### src/rtl/truth_table_sequencer.sv
// rtl/truth_table_sequencer.sv - sweeps a 3-input block through all vectors and checks its truth table
//
// Optional feature macro: TT_SEQ_STOP_ON_FAIL_EN (end the run at the first mismatching vector).
//
// Ports:
//   clk, rst          clock (rising edge), asynchronous active-high reset
//   start             run request, honoured only while idle
//   expected[7:0]     expected table, bit i = Y for vector i = {A,B,C}; latched on start
//   dut_a/b/c         registered drive to the block under test, {A,B,C} = vector index
//   dut_y             output of the block under test
//   busy              high from the accepting edge until DONE is left
//   done              one-cycle end-of-run pulse
//   table_out[7:0]    captured truth table
//   pass              table matched expected; valid from done
//   err_count[3:0]    number of mismatching vectors
//   fail_idx[2:0]     first mismatching vector, 0 if none
module truth_table_sequencer #(
  parameter int SETTLE_CYCLES = 2
) (
  input  logic       clk,
  input  logic       rst,
  input  logic       start,
  input  logic [7:0] expected,
  output logic       dut_a,
  output logic       dut_b,
  output logic       dut_c,
  input  logic       dut_y,
  output logic       busy,
  output logic       done,
  output logic [7:0] table_out,
  output logic       pass,
  output logic [3:0] err_count,
  output logic [2:0] fail_idx
);

  typedef enum logic [1:0] {IDLE, SETTLE, SAMPLE, DONE} state_t;

  // The counter runs reload..0, so SETTLE occupies exactly SETTLE_CYCLES cycles.
  localparam logic [3:0] CNT_RELOAD = 4'(SETTLE_CYCLES - 1);

  state_t     state, state_next;
  logic [2:0] idx;
  logic [3:0] cnt;
  logic [7:0] exp_q;
  logic       mismatch;
  logic [3:0] err_next;

  always_ff @(posedge clk or posedge rst) begin
    if (rst) state <= IDLE;
    else     state <= state_next;
  end

  always_comb begin
    state_next = state;
    mismatch   = (dut_y != exp_q[idx]);
    err_next   = err_count + {3'b000, mismatch};
    case (state)
      IDLE:   if (start) state_next = SETTLE;
      SETTLE: if (cnt == 4'd0) state_next = SAMPLE;
      SAMPLE: begin
`ifdef TT_SEQ_STOP_ON_FAIL_EN
        if (mismatch || idx == 3'd7) state_next = DONE;
        else                         state_next = SETTLE;
`else
        if (idx == 3'd7) state_next = DONE;
        else             state_next = SETTLE;
`endif
      end
      DONE:   state_next = IDLE;
      default: state_next = IDLE;
    endcase
  end

  always_ff @(posedge clk or posedge rst) begin
    if (rst) begin
      idx       <= 3'd0;
      cnt       <= 4'd0;
      exp_q     <= 8'h00;
      dut_a     <= 1'b0;
      dut_b     <= 1'b0;
      dut_c     <= 1'b0;
      busy      <= 1'b0;
      done      <= 1'b0;
      table_out <= 8'h00;
      pass      <= 1'b0;
      err_count <= 4'd0;
      fail_idx  <= 3'd0;
    end else begin
      case (state)
        IDLE: begin
          if (start) begin
            exp_q     <= expected;
            table_out <= 8'h00;
            err_count <= 4'd0;
            fail_idx  <= 3'd0;
            pass      <= 1'b0;
            idx       <= 3'd0;
            {dut_a, dut_b, dut_c} <= 3'b000;
            cnt       <= CNT_RELOAD;
            busy      <= 1'b1;
          end
        end
        SETTLE: begin
          if (cnt != 4'd0) cnt <= cnt - 4'd1;
        end
        SAMPLE: begin
          table_out[idx] <= dut_y;
          if (mismatch) begin
            err_count <= err_next;
            // err_count still zero means this is the first mismatch of the run.
            if (err_count == 4'd0) fail_idx <= idx;
          end
          if (state_next == SETTLE) begin
            idx <= idx + 3'd1;
            {dut_a, dut_b, dut_c} <= idx + 3'd1;
            cnt <= CNT_RELOAD;
          end else begin
            // pass is resolved here, using the post-sample count, so it is valid with done.
            done <= 1'b1;
            pass <= (err_next == 4'd0);
          end
        end
        DONE: begin
          done <= 1'b0;
          busy <= 1'b0;
        end
        default: ;
      endcase
    end
  end

endmodule

### config.mk
export PLATFORM = sky130hd
export DESIGN_NAME = truth_table_sequencer
export DESIGN_NICKNAME = d
export VERILOG_FILES = /design/src/rtl/truth_table_sequencer.sv
export SDC_FILE = /design/constraint.sdc
export NUM_CORES = 1
export LEC_CHECK = 0
export ABC_AREA = 1
export CAP_MARGIN = 20
export CORE_MARGIN = 3
export CORE_UTILIZATION = 47
export CTS_CLUSTER_DIAMETER = 150
export DETAILED_ROUTE_END_ITERATION = 10
export PLACE_DENSITY = 0.81
export SLEW_MARGIN = 20
export SYNTH_ARGS = -nofsm -noshare
export SYNTH_HDL_FRONTEND = slang
export SYNTH_SLANG_ARGS = --single-unit
### constraint.sdc
create_clock -name clk -period 1.94 [get_ports clk]
set_input_delay 0.291 -clock clk [delete_from_list [all_inputs] [get_ports clk]]
set_output_delay 0.291 -clock clk [all_outputs]
set_load 0.005 [all_outputs]
==> flow_summary.yaml, run 1 <==
synthesis:
  synth_largest_type_area_fraction_pct: 48.1
  yosys.area.top_type: "sky130_fd_sc_hd__dfrtp_1"
  yosys_register_bits: 35
  mappedNetlistArea_sq_um: 1820
  postSynthNetCount: 237
  synth.area.top_cells: "sky130_fd_sc_hd__dfrtp_1 (48%), sky130_fd_sc_hd__nand2_1 (15%), sky130_fd_sc_hd__ha_1 (4.1%)"
  yosys_warnings: 0
  synth_seq_area_share_pct: 48.1
  synth.avg_cell_area_sq_um: 8.31
  ys_types: 28
  synthesis.instances: 219
floorplan:
  die_area_sq_um: 4660
  die_width_microns: 68.2
  core_area_sq_um: 3520
  initial_core_util_pct: 51.7
  design.portCount: 33
  floorplan.rows: 21
  die_h_microns: 68.2
timing:
  timing.final.setup_violations: 0
  post-route-worst-setup-slack_ns: 0.0286
  final_max_slew_viol_count: 0
  setup_tns_after_final_layout_ns: 0
  worst-slew-pin-transition_ns: 0.442
  fmax_mhz: 523
  hold-worst-slack_ns: 0.411
  final_hold_violation_count: 0
  timing.slew.headroom_pct: 70.5
  finalCritPeriodShare_pct: 98.5
  clock-skew-final_ns: 0.00786
  post_route_minimum_period_ns: 1.91
  grt_setup_unrepaired: "yes"
clock_tree:
  clk_pin_slew_worst_paths_ns: 0.07
  cts_inserted_buffers: 5
  clk_root_buffer_cell: "sky130_fd_sc_hd__clkbuf_8"
  clk-insertion-delay-late_ns: 0.29
  cts_setup_buffers: 0
  clock_tree.htree_level_count: 2
  tritoncts: "built"
  cts_sinks: 35
  max-clock-path-buffers: 2
critical_path:
  timing.critical_path.from_type: "flop"
  ff_to_ff_start: "dut_c"
  timing_worst_setup_path_type: "reg -> reg"
  worst_setup_path_end: "pass"
  crit_start: "dut_c"
  crit_fanout: 6
  timing.reg2reg.setup_slack_ns: 0.03
  critical_path_arrival_ns: 2.13
  r2r_end: "pass"
  worstRegToRegCells: 13
  crit_path_end_kind: "flop"
  worst_ep_required_time_ns: 2.16
layout:
  sequential_cell_area_sq_um: 877
  fin_util_pct: 68.7
  drive_above_1_share_pct: 17.2
  layout.nets: 284
  area_delta_synth_final_pct: 32.8
  area_taken_by_multi_input_logic_gates_sq_um: 861
  nFillCells: 289
  antenna-diode-count: 0
routing:
  drt_iter0_markers: 111
  detail_route.drc_violations: 0
  drt-vias-per-instance: 5.10
  routed-via-count: 1595
  drt_first_pass_iters: 4
  finalWirelength_microns: 4020
  postRouteAntennaNets: 0
  wire_per_inst_microns: 12.8
pwr:
  netSwitchingFraction_pct: 37.1
  power_density_nw_per_um2: 1170
  sequentialPowerShare_pct: 36.8
  p_comb_share_pct: 39.5
  total_net_switching_power_uw: 1050
  peakVddDrop_uv: 773
  leakagePower_uw: 0.00125
  pwr-share-clk_pct: 23.8
  internal_power_uw: 1780
place:
  gp_congestion: 0.804
  pre_cts_worst_setup_slack_ns: -0.0862
  port-buffer-count: 32
  dp.final_hpwl_microns: 2910
grt:
  grt_pass1_vias: 1554
  grt_util_all_layers_pct: 19.6
  grt_pass1_wl_microns: 6730
  globalRouteOverflowTotal: 0
  grt_antenna_before_repair: 0
  pin_count_of_the_biggest_net_entering_global_routing: 36
flow_run:
  maxCapViolCount: 0
hold_path:
  timing.hold.worst.class: "in -> async"
outcome:
  status: "completed"
-- critical path: stages, from the launching register on --
cell and delay (ns):
sky130_fd_sc_hd__dfrtp_2 0.47, sky130_fd_sc_hd__inv_8 0.09, sky130_fd_sc_hd__nand2_2 0.05, sky130_fd_sc_hd__nand2_2 0.05, sky130_fd_sc_hd__nand2_1 0.05, sky130_fd_sc_hd__nand2_1 0.08
sky130_fd_sc_hd__nand2_2 0.06, sky130_fd_sc_hd__nand3_2 0.11, sky130_fd_sc_hd__nand2_4 0.07, sky130_fd_sc_hd__ha_4 0.17, sky130_fd_sc_hd__ha_4 0.15, sky130_fd_sc_hd__xnor2_1 0.23
sky130_fd_sc_hd__nand3_1 0.14, sky130_fd_sc_hd__a21oi_2 0.15
-- flip-flops by register name, indices dropped and copies added (netlist names), 2 cells and up --
register and count:
exp_q 8, table_out 8, cnt 4, err_count 4, fail_idx 3, state 2
-- power groups by stage --
stage,registers (uW),logic [uW],clock network (uW)
2_1_floorplan,1020,766,0
3_3_place_gp,1040,1040,0
3_5_place_dp,1050,1080,0
4_1_cts,1040,1100,684
5_1_grt,1060,1270,728
6_report,1040,1120,674
-- through the flow --
step                      cell area [sq um]  total power [uW]  std cells
after floorplan                        1820              1780        219
after global placement                 2260              2090        305
after detailed placement               2260              2130        305
after CTS                              2390              2830        313
after global routing                   2420              3060        313
final                                  2420              2830        313
-- cells by family (layout without fill, tap and decap cells) --
group | after synthesis | in the layout | share of synthesized area [%]
AND/OR/NAND/NOR | 124 | 124 | 31.7
flip-flops | 35 | 35 | 48.1
buffers and inverters | 27 | 75 | 6.87
AO/OA/AOI/OAI | 24 | 24 | 7.77
adder cells (fa/ha/maj) | 6 | 6 | 4.12
XOR/XNOR | 3 | 3 | 1.44
-- final cells by class --
class | count | share of cell area (%)
timing repair buffer | 44 | 17.0
clock buffer | 6 | 3.42
multi-input combinational | 157 | 35.6
sequential | 35 | 36.3
clock inverter | 2 | 1.45
tap | 46 | 2.38
inverter | 23 | 3.88
-- routing by layer --
layer	up-vias	track usage, %	share of wire [%]
li1	801	-	-
met4	0	8.44	1.9
met3	8	4.43	3.7
met1	748	24.5	45
met5	-	0	0
met2	38	32.5	50
-- synthesized netlist by cell type --
library cell,instances
sky130_fd_sc_hd__a21oi_1,2
sky130_fd_sc_hd__a22oi_1,2
sky130_fd_sc_hd__a31oi_1,2
sky130_fd_sc_hd__a32oi_1,3
sky130_fd_sc_hd__buf_2,1
sky130_fd_sc_hd__buf_4,2
sky130_fd_sc_hd__buf_6,1
sky130_fd_sc_hd__dfrtp_1,35
sky130_fd_sc_hd__ha_1,6
sky130_fd_sc_hd__inv_1,20
sky130_fd_sc_hd__inv_2,2
sky130_fd_sc_hd__inv_8,1
sky130_fd_sc_hd__nand2_1,72
sky130_fd_sc_hd__nand2_2,10
sky130_fd_sc_hd__nand2_4,3
sky130_fd_sc_hd__nand3_1,13
sky130_fd_sc_hd__nand3_2,2
sky130_fd_sc_hd__nand3_4,1
sky130_fd_sc_hd__nand4_1,5
sky130_fd_sc_hd__nor2_1,13
sky130_fd_sc_hd__nor2_2,1
sky130_fd_sc_hd__nor3_1,3
sky130_fd_sc_hd__nor4_1,1
sky130_fd_sc_hd__o21ai_0,13
sky130_fd_sc_hd__o21ai_1,1
sky130_fd_sc_hd__o31ai_1,1
sky130_fd_sc_hd__xnor2_1,1
sky130_fd_sc_hd__xor2_1,2
-- cell usage in the layout (no fill, tap or decap) --
| cell type | instances |
|---|---|
| sky130_fd_sc_hd__a21oi_1 | 1 |
| sky130_fd_sc_hd__a21oi_2 | 1 |
| sky130_fd_sc_hd__a22oi_1 | 2 |
| sky130_fd_sc_hd__a31oi_1 | 2 |
| sky130_fd_sc_hd__a32oi_1 | 3 |
| sky130_fd_sc_hd__buf_4 | 12 |
| sky130_fd_sc_hd__bufinv_16 | 1 |
| sky130_fd_sc_hd__clkbuf_8 | 6 |
| sky130_fd_sc_hd__clkdlybuf4s50_1 | 32 |
| sky130_fd_sc_hd__clkinv_2 | 1 |
| sky130_fd_sc_hd__dfrtp_1 | 34 |
| sky130_fd_sc_hd__dfrtp_2 | 1 |
| sky130_fd_sc_hd__ha_1 | 4 |
| sky130_fd_sc_hd__ha_4 | 2 |
| sky130_fd_sc_hd__inv_1 | 20 |
| sky130_fd_sc_hd__inv_2 | 2 |
| sky130_fd_sc_hd__inv_8 | 1 |
| sky130_fd_sc_hd__nand2_1 | 71 |
| sky130_fd_sc_hd__nand2_2 | 10 |
| sky130_fd_sc_hd__nand2_4 | 4 |
| sky130_fd_sc_hd__nand3_1 | 13 |
| sky130_fd_sc_hd__nand3_2 | 2 |
| sky130_fd_sc_hd__nand3_4 | 1 |
| sky130_fd_sc_hd__nand4_1 | 5 |
| sky130_fd_sc_hd__nor2_1 | 13 |
| sky130_fd_sc_hd__nor2_2 | 1 |
| sky130_fd_sc_hd__nor3_1 | 2 |
| sky130_fd_sc_hd__nor3_2 | 1 |
| sky130_fd_sc_hd__nor4_1 | 1 |
| sky130_fd_sc_hd__o21ai_0 | 13 |
| sky130_fd_sc_hd__o21ai_1 | 1 |
| sky130_fd_sc_hd__o31ai_1 | 1 |
| sky130_fd_sc_hd__xnor2_1 | 1 |
| sky130_fd_sc_hd__xor2_1 | 2 |
-- repair_timing --
item                                    CTS  global route
pin swaps                                 0             6
resized for setup                         3             4
hold buffers                              0             0
endpoints found under the setup margin    1             3
-- worst min path at each step --
stage / to / slack [ns]
2_1_floorplan: exp_q[0] / 0.40
3_3_place_gp: fail_idx[2] / 0.45
3_5_place_dp: fail_idx[1] / 0.46
4_1_cts: fail_idx[1] / 0.44
5_1_grt: fail_idx[1] / 0.46
6_report: pass / 0.41
Power figures use the tool's default switching activity.
==> run 2, diff against run 1 <==
- SLEW_MARGIN: 20 -> default
==> results of run 2 <==
Final layout, timing and power as in run 1 (identical DEF).
